**src/rtl/alu_pkg.sv**
```systemverilog
// ============================================================================
// Module : alu_pkg
// Brief  : Opcodes, flag bit positions and FSM state encoding for seq_alu.
// Rev    : 1.0  initial release
// ============================================================================
`default_nettype none

package alu_pkg;

    localparam logic [3:0] OP_MOV  = 4'h0;
    localparam logic [3:0] OP_MOVL = 4'h2;
    localparam logic [3:0] OP_MOVH = 4'h3;
    localparam logic [3:0] OP_ADD  = 4'h4;
    localparam logic [3:0] OP_SUB  = 4'h5;
    localparam logic [3:0] OP_MUL  = 4'h6;
    localparam logic [3:0] OP_DIV  = 4'h7;
    localparam logic [3:0] OP_AND  = 4'h8;
    localparam logic [3:0] OP_OR   = 4'h9;
    localparam logic [3:0] OP_NOT  = 4'hA;
    localparam logic [3:0] OP_XOR  = 4'hB;
    localparam logic [3:0] OP_SHL  = 4'hC;
    localparam logic [3:0] OP_SHR  = 4'hD;
    localparam logic [3:0] OP_ASR  = 4'hE;

    localparam int FLAG_ZERO    = 0;
    localparam int FLAG_CARRY   = 1;
    localparam int FLAG_OVF     = 2;
    localparam int FLAG_DIVZERO = 3;
    localparam int FLAG_ILLEGAL = 4;

    typedef enum logic [1:0] {
        IDLE = 2'd0,
        CALC = 2'd1,
        HOLD = 2'd2
    } state_t;

    function automatic logic is_muldiv(input logic [3:0] op);
        return (op == OP_MUL) || (op == OP_DIV);
    endfunction

endpackage

`default_nettype wire

```
**src/rtl/seq_alu_muldiv.sv**
```systemverilog
// ============================================================================
// Module : seq_alu_muldiv
// Brief  : Iterative shift-add multiplier / restoring divider, one bit per cycle.
// Rev    : 1.0  initial release
// ============================================================================
`default_nettype none

module seq_alu_muldiv #(
    parameter int WIDTH = 32
) (
    input  logic             clk,
    input  logic             rst,
    input  logic             start,
    input  logic             is_div,
    input  logic [WIDTH-1:0] a,
    input  logic [WIDTH-1:0] b,
    output logic             done,
    output logic [WIDTH-1:0] result,
    output logic             overflow,
    output logic             divzero
);

    localparam int CW = $clog2(WIDTH + 1);

    logic                 r_busy;
    logic                 r_div;
    logic [CW-1:0]        r_cnt;
    logic [2*WIDTH-1:0]   r_acc;
    logic [2*WIDTH-1:0]   r_mcand;
    logic [WIDTH-1:0]     r_q;
    logic [WIDTH-1:0]     r_rem;
    logic [WIDTH-1:0]     r_dvsr;

    logic                 w_div;
    logic                 w_step;
    logic [2*WIDTH-1:0]   w_acc;
    logic [2*WIDTH-1:0]   w_mcand;
    logic [WIDTH-1:0]     w_q;
    logic [WIDTH-1:0]     w_rem;
    logic [WIDTH-1:0]     w_dvsr;
    logic [WIDTH:0]       w_shift;
    logic                 w_ge;

    // The start cycle performs the first step on the raw operands, so the
    // WIDTH steps complete in exactly WIDTH clock edges.
    assign w_div   = start ? is_div : r_div;
    assign w_acc   = start ? '0 : r_acc;
    assign w_mcand = start ? {{WIDTH{1'b0}}, a} : r_mcand;
    assign w_q     = start ? (is_div ? a : b) : r_q;
    assign w_rem   = start ? '0 : r_rem;
    assign w_dvsr  = start ? b : r_dvsr;
    assign w_shift = {w_rem, w_q[WIDTH-1]};
    assign w_ge    = w_shift >= {1'b0, w_dvsr};
    assign w_step  = start || (r_busy && (r_cnt != CW'(WIDTH)));

    always_ff @(posedge clk) begin
        if (rst) begin
            r_busy  <= 1'b0;
            r_div   <= 1'b0;
            r_cnt   <= '0;
            r_acc   <= '0;
            r_mcand <= '0;
            r_q     <= '0;
            r_rem   <= '0;
            r_dvsr  <= '0;
        end else begin
            if (start) begin
                r_busy <= 1'b1;
                r_cnt  <= CW'(1);
                r_div  <= is_div;
                r_dvsr <= b;
            end else if (r_busy) begin
                if (r_cnt == CW'(WIDTH)) begin
                    r_busy <= 1'b0;
                end else begin
                    r_cnt <= r_cnt + CW'(1);
                end
            end
            if (w_step) begin
                if (w_div) begin
                    // Remainder always fits WIDTH bits once reduced below the divisor.
                    r_rem <= w_ge ? (w_shift[WIDTH-1:0] - w_dvsr) : w_shift[WIDTH-1:0];
                    r_q   <= {w_q[WIDTH-2:0], w_ge};
                end else begin
                    r_acc   <= w_q[0] ? (w_acc + w_mcand) : w_acc;
                    r_mcand <= w_mcand << 1;
                    r_q     <= w_q >> 1;
                end
            end
        end
    end

    assign done     = r_busy && (r_cnt == CW'(WIDTH));
    assign result   = r_div ? r_q : r_acc[WIDTH-1:0];
    assign overflow = !r_div && (|r_acc[2*WIDTH-1:WIDTH]);
    assign divzero  = r_div && (r_dvsr == '0);

endmodule

`default_nettype wire

```
**src/rtl/seq_alu.sv**
```systemverilog
// ============================================================================
// Module : seq_alu
// Brief  : Sequential ALU with valid/ready handshake; MUL/DIV iterative engine
//          is built only when SEQ_ALU_MULDIV_EN is defined.
// Rev    : 1.0  initial release
// ============================================================================
`default_nettype none

module seq_alu
    import alu_pkg::*;
#(
    parameter int WIDTH = 32,
    parameter int OPW   = 5
) (
    input  logic             clk,
    input  logic             rst,
    input  logic             in_valid,
    output logic             in_ready,
    input  logic [OPW-1:0]   aluop,
    input  logic [WIDTH-1:0] val1,
    input  logic [WIDTH-1:0] val2,
    output logic             out_valid,
    input  logic             out_ready,
    output logic [WIDTH-1:0] result,
    output logic [4:0]       flags
);

    localparam int HALF = WIDTH / 2;
    localparam int SW   = $clog2(WIDTH);

    state_t             r_state;
    logic               r_out_valid;
    logic [WIDTH-1:0]   r_result;
    logic [4:0]         r_flags;

    logic [3:0]         w_op;
    logic               w_legal;
    logic [SW-1:0]      w_shamt;
    logic [WIDTH:0]     w_sum;
    logic [WIDTH:0]     w_diff;
    logic [WIDTH:0]     w_shl;
    logic [WIDTH:0]     w_shr;
    logic [WIDTH:0]     w_asr;
    logic [WIDTH-1:0]   w_res;
    logic               w_carry;
    logic               w_ovf;
    logic               w_illegal;
    logic [4:0]         w_flags;

    assign w_op    = aluop[3:0];
    assign w_legal = (aluop != OPW'(1)) && (aluop < OPW'(15));
    assign w_shamt = val2[SW-1:0];
    assign w_sum   = {1'b0, val1} + {1'b0, val2};
    assign w_diff  = {1'b0, val1} - {1'b0, val2};
    // Extra bit beyond the data catches the last bit shifted out.
    assign w_shl   = {1'b0, val1} << w_shamt;
    assign w_shr   = {val1, 1'b0} >> w_shamt;
    assign w_asr   = $signed({val1, 1'b0}) >>> w_shamt;

    always_comb begin
        w_res     = '0;
        w_carry   = 1'b0;
        w_ovf     = 1'b0;
        w_illegal = 1'b0;
        if (!w_legal) begin
            w_illegal = 1'b1;
        end else begin
            case (w_op)
                OP_MOV:  w_res = val2;
                OP_MOVL: w_res = {val1[WIDTH-1:HALF], val2[HALF-1:0]};
                OP_MOVH: w_res = {val2[HALF-1:0], val1[HALF-1:0]};
                OP_ADD: begin
                    w_res   = w_sum[WIDTH-1:0];
                    w_carry = w_sum[WIDTH];
                    w_ovf   = (val1[WIDTH-1] == val2[WIDTH-1]) && (w_sum[WIDTH-1] != val1[WIDTH-1]);
                end
                OP_SUB: begin
                    w_res   = w_diff[WIDTH-1:0];
                    w_carry = w_diff[WIDTH];
                    w_ovf   = (val1[WIDTH-1] != val2[WIDTH-1]) && (w_diff[WIDTH-1] != val1[WIDTH-1]);
                end
                OP_AND:  w_res = val1 & val2;
                OP_OR:   w_res = val1 | val2;
                OP_NOT:  w_res = ~val1;
                OP_XOR:  w_res = val1 ^ val2;
                OP_SHL: begin
                    w_res   = w_shl[WIDTH-1:0];
                    w_carry = w_shl[WIDTH];
                end
                OP_SHR: begin
                    w_res   = w_shr[WIDTH:1];
                    w_carry = w_shr[0];
                end
                OP_ASR: begin
                    w_res   = w_asr[WIDTH:1];
                    w_carry = w_asr[0];
                end
                // MUL/DIV reach this path only when the engine is not built.
                default: w_illegal = 1'b1;
            endcase
        end
        w_flags               = '0;
        w_flags[FLAG_ZERO]    = !w_illegal && (w_res == '0);
        w_flags[FLAG_CARRY]   = w_carry;
        w_flags[FLAG_OVF]     = w_ovf;
        w_flags[FLAG_ILLEGAL] = w_illegal;
    end

`ifdef SEQ_ALU_MULDIV_EN
    logic             w_start;
    logic             w_md_done;
    logic [WIDTH-1:0] w_md_result;
    logic             w_md_ovf;
    logic             w_md_divzero;
    logic [4:0]       w_md_flags;

    assign w_start = (r_state == IDLE) && in_valid && w_legal && is_muldiv(w_op);

    seq_alu_muldiv #(
        .WIDTH (WIDTH)
    ) u_muldiv (
        .clk      (clk),
        .rst      (rst),
        .start    (w_start),
        .is_div   (w_op == OP_DIV),
        .a        (val1),
        .b        (val2),
        .done     (w_md_done),
        .result   (w_md_result),
        .overflow (w_md_ovf),
        .divzero  (w_md_divzero)
    );

    always_comb begin
        w_md_flags               = '0;
        w_md_flags[FLAG_ZERO]    = (w_md_result == '0);
        w_md_flags[FLAG_OVF]     = w_md_ovf;
        w_md_flags[FLAG_DIVZERO] = w_md_divzero;
    end
`else
    logic w_start;
    assign w_start = 1'b0;
`endif

    always_ff @(posedge clk) begin
        if (rst) begin
            r_state     <= IDLE;
            r_out_valid <= 1'b0;
            r_result    <= '0;
            r_flags     <= '0;
        end else begin
            case (r_state)
                IDLE: begin
                    if (w_start) begin
                        r_state <= CALC;
                    end else if (in_valid) begin
                        r_state     <= HOLD;
                        r_result    <= w_res;
                        r_flags     <= w_flags;
                        r_out_valid <= 1'b1;
                    end
                end
`ifdef SEQ_ALU_MULDIV_EN
                CALC: begin
                    if (w_md_done) begin
                        r_state     <= HOLD;
                        r_result    <= w_md_result;
                        r_flags     <= w_md_flags;
                        r_out_valid <= 1'b1;
                    end
                end
`endif
                HOLD: begin
                    if (out_ready) begin
                        r_state     <= IDLE;
                        r_out_valid <= 1'b0;
                    end
                end
                default: begin
                    r_state     <= IDLE;
                    r_out_valid <= 1'b0;
                end
            endcase
        end
    end

    assign in_ready  = (r_state == IDLE);
    assign out_valid = r_out_valid;
    assign result    = r_result;
    assign flags     = r_flags;

endmodule

`default_nettype wire

```
**config.mk**
```make
export PLATFORM = sky130hd
export DESIGN_NAME = seq_alu
export DESIGN_NICKNAME = d
export VERILOG_FILES = /design/src/rtl/alu_pkg.sv /design/src/rtl/seq_alu_muldiv.sv /design/src/rtl/seq_alu.sv
export SDC_FILE = /design/constraint.sdc
export NUM_CORES = 1
export LEC_CHECK = 0
export BUFFER_PORTS_ARGS = -buffer_cell sky130_fd_sc_hd__clkbuf_2
export CAP_MARGIN = 30
export CORE_MARGIN = 2
export CORE_UTILIZATION = 26
export CTS_BUF_LIST = sky130_fd_sc_hd__clkbuf_2
export CTS_CLUSTER_DIAMETER = 60
export DETAILED_ROUTE_END_ITERATION = 10
export PLACE_DENSITY = 0.45
export SYNTH_ARGS = -nofsm -noshare
export SYNTH_HDL_FRONTEND = slang
export SYNTH_HIERARCHICAL = 1
export SYNTH_SLANG_ARGS = --single-unit
```
**constraint.sdc**
```tcl
create_clock -name clk -period 4.4 [get_ports clk]
set_input_delay 0.66 -clock clk [delete_from_list [all_inputs] [get_ports clk]]
set_output_delay 0.66 -clock clk [all_outputs]
set_load 0.05 [all_outputs]
```
[Word-level counts from Yosys, hierarchy flattened]
Cells that the tools add are included.
Storage, ports and cells
  flip-flop bits (word level): 39
  word-level logic and storage cells: 58
Cells by class
  equal/unequal tests: 19
  shifts and indexed selects: 3
  order comparisons: 1
  bitwise logic cells: 4
  add/subtract/negate cells: 2
  muxes and demuxes: 14
  reduce and logical (&&, ||, !) cells: 11
Operators with widths (count)
  $pmux W32 S12: 1
  $add A32 B32 Y33: 1
  $shl A32 B5 Y33: 1
  $shr A33 B5 Y33: 1
  $sshr A33 B5 Y33: 1
  $sub A32 B32 Y33: 1
  $and A32 B32 Y32: 1
  $logic_not A32 Y1: 1
  $mux W32: 1
  $not A32 Y32: 1
  $or A32 B32 Y32: 1
  $xor A32 B32 Y32: 1
  $eq A4 B4 Y1 const B: 7
  $reduce_or A12 Y1: 1
  $eq A4 B2 Y1 const B: 2
  $eq A4 B3 Y1 const B: 2
  $mux W1: 6
  $lt A5 B4 Y1 const B: 1
  $ne A5 B1 Y1 const B: 1
  $pmux W1 S5: 1
  $logic_and A1 B1 Y1: 4
  $logic_not A4 Y1: 1
  $mux W2: 2
  $ne A2 B2 Y1 const B: 2
  other kinds (8): 12

[Logic depth before layout (Yosys ltp)]
  word-level depth: 6
  gate-level depth with buffers: 18

[Least setup slack after synthesis]
Ideal clock, no wire load.
  kind: in2reg
  start point: input val2[2]
  end point: register r_flags[0], in the netlist flags[0]
  arrival time: 4618 ps
  slack: -332 ps
  library setup time: 114 ps
  required time: 4286 ps
  stages on the path: 18
  cell sequence: buf_2 -> clkinv_1 -> buf_1 -> clkbuf_1 -> clkbuf_1 -> buf_1 -> ha_1 -> nor2b_1 -> o311ai_0 -> a221oi_1 -> nor4_1 -> o31ai_1 -> nand3_1 -> o311a_1 -> a211o_1 -> o2111a_1 -> nand4_1 -> nand2_1
Between the ends
  cells in the longest elaborated chain, start to end: 5
  elaborated cells between the ends (all ways): 12
Ends and longest elaborated chain
  start: declaration: line seq_alu.sv:21  | input logic [WIDTH-1:0] val2,
  $sub A32 B32 Y33 (tied with other cells): line seq_alu.sv:54  | assign w_diff = {1'b0, val1} - {1'b0, val2};
  $pmux W32 S12 (*): line seq_alu.sv:68  | case (w_op)
  $mux W32 (*): line seq_alu.sv:65  | if (!w_legal) begin
  $logic_not A32 Y1 (*): line seq_alu.sv:103  | w_flags[FLAG_ZERO] = !w_illegal && (w_res == '0);
  $logic_and A1 B1 Y1 (*): line seq_alu.sv:103
  end signal: assignment: line seq_alu.sv:159  | r_flags <= w_flags;
  end: declaration: line seq_alu.sv:34  | logic [4:0] r_flags;
Mark *: on every way between the ends. The rest lies on a longest branch, timed or not.
A chain may end at the register's enable or synchronous reset.

[Final worst setup path]
  start point: input val2[0]
  end point: register r_flags[0], in the netlist flags[0]
The elaborated chain is that of the path after synthesis.

==> results.txt <==
row cnt -> 80
Avg Synthesized Cell Area -> 6.91 um^2
pin count of the biggest net entering global routing -> 64
Data arrival, critical path -> 4.58 ns
Power Dens Cells -> 170 nW/um^2
synth warn -> 6
HP Class -> input port to flip-flop
TritonCTS Buffers -> 5
clk sinks -> 37
drt wl/cell -> 31.7 um
R2R Path End -> flags[0]$_SDFFE_PP0P_
# nets final -> 2,260
Slew Limit Fails -> 0
crit-path max FO -> 17
P_sw -> 1.50 mW
Netlist Area Pre-Place -> 12,700 um^2
Post-synth EDFFs -> 0
Post-DRT Antenna Nets -> 0
R2R cell count -> 10
antenna violations before repair -> 1
Die ar. -> 50,600 um^2
vias per std cell -> 6.29
Post-synth ARST share -> 0
Worst Hold Path EP -> out_valid$_SDFFE_PP0P_
first drt pass iteration count -> 5
DR DRC count -> 0
Final setup violation count -> 0
# fillers -> 5,287
PortBufs -> 110
Seq/Total Area, Yosys -> 0.0584
clock skew -> 0.0113 ns
hold_sp -> out_ready
Logic pwr share -> 0.813
Seq pwr share -> 0.134
CTS H-Tree Depth -> 2
Setup TNS -> 0 ns
Final Power -> 2.67 mW
fraction of layout cells with a size suffix above 1 -> 0.245
Worst-Margin Slew -> 1.03 ns
clk buf depth -> 2
status -> finished, final reports clean
CP Launch Type -> input port
kind of critical path -> input port to flip-flop
#FFs+latches synth -> 37
Clock power frac -> 0.054
final hold viol count -> 0
starting density of the core -> 0.265
first-pass GRT wire length -> 120 mm
Unique masters post-synth -> 88
Reg clk slew, reported paths -> 0.18 ns
period utilization -> 0.964
Mapped Cells -> 1,837
Post-CTS Setup Inserts -> 0
height of the chip -> 225 um
Net Count, Synth -> 2,018
Rel. slew slack -> 0.306
Final Util -> 0.327
Sequential Area -> 741 um^2
Hold Crit Depth -> 2
All-Layer GR Usage -> 0.328
n_diodes -> 0
Placer Congestion -> 1.02
TritonCTS clock tree -> yes
vias post-DR -> 17.0k
Required @ worst endpoint -> 4.74 ns
Detail Placement HPWL -> 70.0 mm
IO Count -> 112
final WL -> 85.5 mm
Crit. End Element -> flip-flop
cell-internal power -> 1.16 mW
peak clock frequency supported by timing -> 0.236 GHz
clock latency on the worst-skew pair -> 0.37 ns
root buffer cell -> clkbuf_2
GR Overflow Total -> 0
Initial DRC Count -> 2,267
switching share of power -> 0.563
r2r startpoint -> out_valid$_SDFFE_PP0P_
post-layout min period -> 4.24 ns
layout overhead on the synthesized area -> 23.6%
core area -> 47,900 um^2
most common flop cell mapped by yosys -> dfxtp_1
chip width -> 225 um
IR drop worst, VDD -> 82.9 uV
MaxCap Viol Count -> 0
register-to-register setup slack -> 2.02 ns
Static Leakage -> 6.62 nW
RSZ-0062 raised after global routing -> no
number of global-route vias before repair -> 16.0k
area of the multi-input gates -> 10,900 um^2
critical path, stage by stage:
cell	delay (ns)
buf_4	0.15
buf_4	0.32
mux4_2	0.66
mux2_2	0.32
and3_1	0.19
a211o_1	0.23
a2111oi_0	0.73
buf_4	0.24
o211ai_1	0.20
a21oi_1	0.21
nand4_1	0.10
and4bb_1	0.35
nand4_1	0.11
nand2_1	0.10
flip-flops by register name (all words and copies together), names as in the netlist:
name       count
flags          4
out_valid      1
result        32
cell families after synthesis:
logic type      count (synthesis)  synth area share
fa+ha+maj                     108             0.108
buf+inv                       273            0.0874
xor+xnor                       21            0.0145
compound gates                631             0.334
other cells                     1          0.000295
flops                          37            0.0584
simple gates                  646             0.244
mux                           120             0.154
power by group through the flow:
| stage | combinational, mW | clock, mW | sequential, mW |
|---|---|---|---|
| after floorplan | 1.05 | 0 | 0.409 |
| after global placement | 2.10 | 0 | 0.364 |
| after detailed placement | 2.08 | 0 | 0.364 |
| after CTS | 2.09 | 0.148 | 0.357 |
| after global routing | 2.25 | 0.159 | 0.358 |
| final | 2.17 | 0.143 | 0.357 |
layer usage:
layer | routed length, um | track usage | vias to the layer above
met2 | 36200 | 0.498 | 1017
met4 | 5140 | 0.171 | 0
met1 | 36800 | 0.454 | 8346
met5 | 0 | 0 | -
li1 | - | - | 7415
met3 | 7340 | 0.0398 | 176
how the worst max path moves through the flow:
stage	start	endpoint	slack, ns	cells past startpoint
finish	val2[0]	flags[0]$_SDFFE_PP0P_	0.16	14
floorplan	val2[2]	flags[0]$_SDFFE_PP0P_	0.006	18
CTS	val1[21]	flags[0]$_SDFFE_PP0P_	0.18	14
global placement	val2[1]	flags[0]$_SDFFE_PP0P_	-0.25	13
global route	val2[2]	flags[0]$_SDFFE_PP0P_	0.05	18
detailed placement	val1[21]	flags[0]$_SDFFE_PP0P_	-0.20	14
cell type report:
type / instances / area share
flip-flops and latches: 37 / 0.0472
well taps: 615 / 0.0491
multi-input cells: 1527 / 0.692
clock buffers: 6 / 0.00192
clock inverters: 1 / 0.000239
repair buffers: 404 / 0.184
inverters: 104 / 0.0249
repair_timing:
item	4_1_cts	5_1_grt
hold buffers	0	0
resized for setup	0	2
endpoints found under the setup margin	0	1
endpoints found under the hold margin	0	0
Yosys cell counts, drive strengths merged, types with 9 or more instances:
| cell | number | share of area |
|---|---|---|
| o211ai | 29 | 0.017 |
| mux4 | 58 | 0.10 |
| mux2i | 42 | 0.033 |
| a221o | 10 | 0.0079 |
| nand3 | 55 | 0.022 |
| nand4 | 17 | 0.0084 |
| a2111oi | 10 | 0.0069 |
| o21ai | 111 | 0.044 |
| a22oi | 33 | 0.020 |
| a21o | 11 | 0.0065 |
| and2 | 14 | 0.0069 |
| nor2 | 183 | 0.054 |
| buf | 55 | 0.023 |
| inv | 103 | 0.030 |
| a21oi | 174 | 0.069 |
| a311oi | 9 | 0.0062 |
| nand2b | 19 | 0.0094 |
| o221ai | 13 | 0.0090 |
| nor2b | 28 | 0.014 |
| nor3 | 49 | 0.019 |
| xor2 | 9 | 0.0062 |
| a221oi | 16 | 0.011 |
| and3 | 11 | 0.0054 |
| a31oi | 27 | 0.013 |
| o22ai | 15 | 0.0074 |
| xnor2 | 12 | 0.0083 |
| o31ai | 24 | 0.014 |
| dfxtp | 37 | 0.058 |
| ha | 106 | 0.10 |
| nor4 | 26 | 0.013 |
| a211oi | 22 | 0.013 |
| a211o | 15 | 0.010 |
| clkbuf | 114 | 0.034 |
| or3 | 13 | 0.0064 |
| mux2 | 20 | 0.018 |
| nand2 | 185 | 0.055 |
cell usage in the layout (no fill, tap or decap), drive strengths merged, types with 14 or more instances in the layout:
master and instances:
nand2b 19, a221oi 16, and2 14, a22oi 33, a31oi 27, nor2b 28, nor2 183, nand3 55
mux2i 42, a211o 15, o211ai 29, mux4 58, clkbuf 113, mux2 20, o22ai 15, buf 297
a211oi 22, nor4 26, nand4 17, o21ai 111, inv 103, a21oi 174, nand2 185, dfxtp 37
nor3 49, o31ai 24, ha 106
through the flow:
step | worst slack (ns) | hold WS, ns | instance area (um^2) | cells
5_1_grt | 0.0450 | 0.412 | 15700 | 2694
3_5_place_dp | -0.204 | 0.449 | 15600 | 2687
3_3_place_gp | -0.253 | 0.443 | 15600 | 2686
4_1_cts | 0.179 | 0.418 | 15700 | 2694
2_1_floorplan | 0.00610 | 0.653 | 12700 | 1837
6_report | 0.157 | 0.443 | 15700 | 2694
Power figures use the tool's default switching activity.
